===== config.mk =====
export PLATFORM = sky130hd
export DESIGN_NAME = sha256_io_ctrl
export DESIGN_NICKNAME = d
export VERILOG_FILES = /design/src/rtl/sha256_io_ctrl.sv
export SDC_FILE = /design/constraint.sdc
export NUM_CORES = 1
export LEC_CHECK = 0
export ABC_AREA = 1
export ABC_CLOCK_PERIOD_IN_PS = 3200
export BUFFER_PORTS_ARGS = -buffer_cell sky130_fd_sc_hd__buf_2
export CAP_MARGIN = 5
export CORE_AREA = 3 3 318 320
export CTS_CLUSTER_SIZE = 28
export DETAILED_ROUTE_END_ITERATION = 12
export DIE_AREA = 0 0 321 323
export GPL_ROUTABILITY_DRIVEN = 0
export GPL_TIMING_DRIVEN = 0
export SLEW_MARGIN = 20
export SYNTH_ARGS = -nofsm -noshare
export SYNTH_HDL_FRONTEND = slang
export SYNTH_SLANG_ARGS = --single-unit

===== constraint.sdc =====
create_clock -name clk -period 3.2 [get_ports clk]
set_input_delay 0.48 -clock clk [delete_from_list [all_inputs] [get_ports clk]]
set_output_delay 0.48 -clock clk [all_outputs]
set_load 0.01 [all_outputs]

===== src/rtl/sha256_io_ctrl.sv =====
// rtl/sha256_io_ctrl.sv - word collector, core command sequencer and digest serializer for SHA-256
module sha256_io_ctrl #(
    parameter int OUT_W = 8
) (
    input  logic               clk,
    input  logic               reset,
    input  logic [31:0]        data,
    input  logic               write_enable,
    input  logic               first_block,
    input  logic               last_block,
    output logic               busy,
    output logic [OUT_W-1:0]   digest,
    output logic               output_enable,
    output logic [511:0]       core_block,
    output logic               core_init,
    output logic               core_next,
    input  logic               core_done,
    input  logic [255:0]       core_digest
);

    localparam int BEATS = 256 / OUT_W;
    localparam int BW    = (BEATS > 1) ? $clog2(BEATS) : 1;

    typedef enum logic [1:0] {LOAD, ISSUE, RUN, SERIAL} state_t;

    state_t         state;
    state_t         state_nx;
    logic [3:0]     wcnt;
    logic           f_first;
    logic           f_last;
    logic           msg_active;
    logic [255:0]   shreg;
    logic [BW-1:0]  bcnt;
    logic           accept;
    logic           last_beat;
    logic           busy_nx;
    logic           init_nx;
    logic           next_nx;

    // Words are only taken in LOAD; busy is the registered image of "not in LOAD"
    assign accept    = (state == LOAD) && write_enable;
    assign last_beat = (bcnt == BW'(BEATS - 1));

    // State register
    always_ff @(posedge clk) begin
        if (reset) state <= LOAD;
        else       state <= state_nx;
    end

    // Next-state logic
    always_comb begin
        state_nx = state;
        case (state)
            LOAD:    if (accept && wcnt == 4'd15) state_nx = ISSUE;
            ISSUE:   state_nx = RUN;
            RUN:     if (core_done) state_nx = f_last ? SERIAL : LOAD;
            SERIAL:  if (last_beat) state_nx = LOAD;
            default: state_nx = LOAD;
        endcase
    end

    // Output decode, computed one cycle ahead so every output leaves a flop
    always_comb begin
        busy_nx = (state_nx != LOAD);
        init_nx = 1'b0;
        next_nx = 1'b0;
        if (state == ISSUE) begin
            // A new first block, or no message open, always restarts the hash
            init_nx = f_first || !msg_active;
            next_nx = !(f_first || !msg_active);
        end
    end

    // Registered control outputs
    always_ff @(posedge clk) begin
        if (reset) begin
            busy      <= 1'b0;
            core_init <= 1'b0;
            core_next <= 1'b0;
        end else begin
            busy      <= busy_nx;
            core_init <= init_nx;
            core_next <= next_nx;
        end
    end

    // Block assembly: slot 0 lands in the top word, block flags latch with word 0
    always_ff @(posedge clk) begin
        if (reset) begin
            wcnt       <= 4'd0;
            f_first    <= 1'b0;
            f_last     <= 1'b0;
            core_block <= '0;
        end else if (accept) begin
            core_block[{~wcnt, 5'b0} +: 32] <= data;
            wcnt <= wcnt + 4'd1;
            if (wcnt == 4'd0) begin
                f_first <= first_block;
                f_last  <= last_block;
            end
        end
    end

    // Message-open flag: set on each issue, dropped once the digest is out
    always_ff @(posedge clk) begin
        if (reset)                         msg_active <= 1'b0;
        else if (state == ISSUE)           msg_active <= 1'b1;
        else if (state == SERIAL && last_beat) msg_active <= 1'b0;
    end

    // Digest serializer: beat 0 is presented on the capture edge, shreg holds the rest
    always_ff @(posedge clk) begin
        if (reset) begin
            shreg         <= '0;
            digest        <= '0;
            output_enable <= 1'b0;
            bcnt          <= '0;
        end else if (state == RUN && core_done && f_last) begin
            shreg         <= core_digest << OUT_W;
            digest        <= core_digest[255 -: OUT_W];
            output_enable <= 1'b1;
            bcnt          <= '0;
        end else if (state == SERIAL) begin
            if (last_beat) begin
                shreg         <= '0;
                digest        <= '0;
                output_enable <= 1'b0;
                bcnt          <= '0;
            end else begin
                shreg  <= shreg << OUT_W;
                digest <= shreg[255 -: OUT_W];
                bcnt   <= bcnt + 1'b1;
            end
        end
    end

endmodule


Word-level counts from Yosys, hierarchy flattened
Cells that the tools add are included.

Reductions and logical operators: 18. Magnitude comparators: 0. Add/sub/neg operators: 3. Bitwise gates (word level): 2. Muxes and demuxes: 18. Shift operators: 2. $mul: 0. Div/mod/pow operators: 0. Equality and inequality tests: 5.

Operators with widths (number): $mux 256 (3); $bwmux 512 (1); $shift 32x11->512 const A (1); $shiftx 32x11->512 (1); $mux 8 (3); $neg 9->11 (1); $mux 2 (4); $pmux 2 s4 (1); $reduce_bool 2->1 (4); $add 5x1->5 const B (1); $eq 5x5->1 const B (1); $logic_and 1x1->1 (5); $mux 1 (5); $mux 5 (1); $add 4x1->4 const B (1); $eq 2x2->1 const B (2); $eq 4x4->1 const B (1); $logic_not 4->1 (1); $not 4->4 (1); $reduce_and 2->1 (2); $reduce_or 2->1 (2); $eq 2x1->1 const B (1); $logic_not 1->1 (2); $logic_not 2->1 (1); other kinds (2) (2).

Word-level logic and storage cells: 62. Flip-flop bits (word level): 794. Bits in latches: 0. Input port bits: 294. Memories: 0. Bits in writable memories: 0. Bits in read-only memories: 0.

Depth between registers and ports, before layout
Depth in word-level cells: 6. Mapped depth: 14. Mapped depth without buffers: 10.

Worst setup path before layout
OpenSTA, ideal clock, no wires.

Kind: register to register. Start: register wcnt[0]. End: register core_block[161]. Data arrival time: 2.356 ns. Setup time: 0.113 ns. Setup slack: 0.731 ns. Required time: 3.087 ns. Period minus slack after synthesis: 2.469 ns. Stages on the path, launching flop included: 14. Path through: dfxtp_1 clkbuf_1 inv_2 buf_1 ha_1 clkbuf_1 inv_1 clkbuf_1 buf_1 nor2_1 inv_1 nand3_1 nand2_1 nor2_1.

Word-level cells in the longest chain between the ends: 4. Elaborated cells between the ends (all ways): 5. Classes of those cells: 1 x add/sub; 2 x shift; 1 x mux; 1 x bitwise.

Ends and longest elaborated chain: start, declared (RTL line 28) `logic [3:0] wcnt;`; start signal, assigned (RTL line 96) `wcnt <= wcnt + 4'd1;`; $not 4->4 (*) (RTL line 95) `core_block[{~wcnt, 5'b0} +: 32] <= data;`; $neg 9->11 (*) (RTL line 95); $shiftx 32x11->512 or $shift 32x11->512 (tied branches) (RTL line 95); $bwmux 512 (*) (RTL line 95); end signal, assigned by index (RTL line 95); end, declared (RTL line 14) `output logic [511:0] core_block,`.

Mark *: on every way between the ends. The rest lies on a longest branch, timed or not. A chain may end at the register's enable or synchronous reset.

Final worst setup path
Start: register wcnt[0]. End: register core_block[404].

The elaborated chain is that of the path after synthesis.

==> flow_summary.json <==
{
  "status": "finished, final reports clean",
  "dominant_combinational_cell_family_by_area_after_synthesis": "simple AND/OR/NAND/NOR gates",
  "critical_path.max_fanout": 20,
  "dr_total_vias": 34480,
  "leakage_nw": 20.51,
  "setup_slack_of_the_worst_register_to_register_path_ns": 0.28,
  "power_density_nw_per_um2": 547.3,
  "grt_antenna_before_repair": 31,
  "fin_worst_skew_ns": 0.04533,
  "finalCritPeriodShare_pct": 91.25,
  "die_area_um2": 103700,
  "count_of_endpoints_failing_setup_in_the_final_report": 0,
  "crit_arrival_ns": 3.53,
  "critPathKind": "flop to flop",
  "cts_max_path_buffers": 3,
  "netlist-cell-type-count": 30,
  "max-slew-margin-rel_pct": 25.62,
  "worstPathRequired_ns": 3.81,
  "yosys-top-cells-area": "dfxtp_1, nand2_1, nor2_1",
  "netlist_top_cells_count": "nand2_1, nor2_1, dfxtp_1, nand3_1, inv_1",
  "final_antenna_net_count": 0,
  "ys_async_sr_fraction_pct": 0,
  "worstSetupStartpointType": "flop",
  "post_synth_edffs": 0,
  "drtPass1Iterations": 6,
  "starting_density_of_the_core_pct": 33.03,
  "layoutNonFillerInstCount": 7103,
  "worst_hold_path.num_cells": 3,
  "cts_inserted_buffers": 89,
  "peakVddDrop_v": 0.0003598,
  "first_global_vias": 31800,
  "clock_transition_at_the_registers_of_the_reported_paths_ns": 0.07,
  "max_cap_viol_count": 0,
  "synth_largest_type_area_fraction_pct": 48.40,
  "synthMostInstantiatedCell": "nand2_1",
  "dp_hpwl_mm": 123.2,
  "crit-reg2reg-launch": "wcnt[0]",
  "clk_root_buffer_cell": "clkbuf_16",
  "detail_route.wirelength_mm": 154.2,
  "r2r.worst_path.cells": 12,
  "hold_path_end": "shreg[94]",
  "core_area_um2": 98420,
  "htreeDepth": 3,
  "grt_max_degree": 21,
  "final_report_hold_violation_count": 0,
  "yosysWarnings": 0,
  "cts_setup_buffers": 0,
  "timing_worst_slew_pin_value_ns": 1.116,
  "grt_first_pass_wirelength_mm": 217.2,
  "synth.area.mux_share_pct": 0,
  "slew_violations": 0,
  "end_kind": "flop",
  "postSynthCellCount": 4818,
  "drtIter0Drc": 2693,
  "placedInstanceArea_um2": 38210,
  "synth_simple_gate_area_share_pct": 37.10,
  "worstReg2RegEnd": "core_block[404]",
  "fin_nets": 6023,
  "synth_area_in_compound_gates_pct": 5.481,
  "most_frequently_used_flop_master_after_synthesis": "dfxtp_1",
  "drt_drc_violations_left": 0,
  "netlist_area_um2": 32510,
  "highest_layer": "met5",
  "drive_above_1_share_pct": 19.88,
  "yosys_register_bits": 786,
  "placedCellCount": 6921,
  "hold-worst-slack_ns": 0.07843,
  "die_x_um": 321,
  "post_route_standard_cell_area_excluding_fillers_um2": 41270,
  "area.growth.synth_to_final_pct": 26.94,
  "clk-insertion-delay-late_ns": 0.68,
  "fin_setup_tns_ns": 0,
  "clkSinkCount": 786,
  "synthXorXnorAreaFrac_pct": 0.02694,
  "wl_met3_mm": 15.00,
  "seq_area_frac_synth_pct": 48.40,
  "hold_buffers": 0,
  "average_via_count_per_standard_cell": 4.854,
  "design.portCount": 818,
  "gr-usage-all-layers_pct": 28.54,
  "cts_tree": "yes",
  "chipHeight_um": 323,
  "period_minus_slack_ns": 2.920,
  "detail_route.wl_per_cell_um": 21.71,
  "rsz0062_at_grt": "no",
  "grt_overflow_total": 0,
  "dpl_worst_slack_ns": -0.2563,
  "min_from": "core_digest[86]",
  "wl_met2_mm": 72.54,
  "timing.final.ws_setup_ns": 0.2801,
  "placementRows": 115,
  "io_buffers": 816,
  "synth_adder_area_share_pct": 0.1924,
  "holdCritPathClass": "primary input to flop",
  "timing.fmax_ghz": 0.3425,
  "met1Wirelength_mm": 58.03,
  "post_synth_net_total": 5117,
  "post-synth-top-area-cell": "dfxtp_1",
  "syn-mean-instance-area_um2": 6.747
}
layer usage:
metal  global-route usage, %  vias to the layer above
met1                   32.21                    15910
met4                   13.65                       14
met3                   9.041                      331
li1                        -                    16760
met5                       0                        -
met2                   48.96                     1463
worst max path at each step:
stage / startpoint / to / slack [ns] / cells after the start
2_1_floorplan: wcnt[0] / core_block[161] / 0.73 / 13
3_3_place_gp: reset / core_block[441] / -0.49 / 7
3_5_place_dp: wcnt[0] / core_block[143] / -0.26 / 14
4_1_cts: wcnt[0] / core_block[447] / 0.06 / 12
5_1_grt: wcnt[0] / core_block[261] / 0.11 / 11
6_report: wcnt[0] / core_block[404] / 0.28 / 12
final cells by class:
cell class / count / area [µm²]
tap: 1287 / 1610
sequential: 786 / 15740
fill: 10620 / 57150
antenna: 21 / 52.55
inverter: 366 / 1374
buffer: 330 / 1490
timing repair buffer: 816 / 4084
clock buffer: 135 / 2653
multi-input combinational: 3335 / 13920
clock inverter: 27 / 350.3
power breakdown:
group,total [mW],switching (mW),internal [mW]
clock network,10.6,4.37,6.21
logic,1.98,1.44,0.532
registers,10.0,0.0950,9.93
worst max-delay path, cell delays in order (launching register included):
cell      delay (ns)
dfxtp_1         0.31
clkbuf_2        0.17
inv_2           0.34
ha_1            0.30
clkbuf_1        0.18
inv_1           0.19
nand3_1         0.17
nor2_2          0.47
nand2_4         0.21
buf_2           0.26
nand2_1         0.09
nand2_1         0.04
nor2_1          0.10
sequential cells by signal (all words and copies together), names as in the netlist:
signal,cells
f_first,1
f_last,1
output_enable,1
bcnt,5
busy,1
core_init,1
digest,8
shreg,248
core_block,512
wcnt,4
core_next,1
state,2
msg_active,1
kinds of logic (layout without fill, tap and decap cells):
kind of cell / Yosys count / in the layout
other cells: 0 / 21
compound gates: 323 / 323
buf+inv: 697 / 1674
fa+ha+maj: 5 / 5
flops: 786 / 786
xor+xnor: 1 / 1
simple gates: 3006 / 3006
cells in the final DEF, fill, tap and decap left out, types with 5 or more instances in the layout:
cell type / n
dfxtp_1: 786
nor2_1: 923
nor2_4: 5
nor3_1: 54
diode_2: 21
nand2_2: 5
o21ai_1: 25
nor2_2: 10
o21ai_0: 56
buf_2: 954
nand3_1: 401
buf_1: 26
a21oi_1: 112
nand4_1: 23
clkbuf_8: 21
nand2_1: 1574
inv_1: 357
clkbuf_16: 91
bufinv_16: 6
ha_1: 5
clkinv_2: 13
clkbuf_1: 167
clkbuf_2: 6
inv_2: 9
a31oi_1: 126
buf_4: 13
metrics by stage:
stage | util (%) | power [mW]
CTS | 41.87 | 22.72
global route | 41.91 | 23.29
floorplan | - | 11.17
global placement | 38.82 | 12.20
detailed placement | 38.82 | 12.20
finish | 41.93 | 22.59
repair_timing:
action,CTS,global route
resized for setup,1,6
gates cloned,0,0
setup endpoints to repair,136,82
Power figures use the tool's default switching activity.
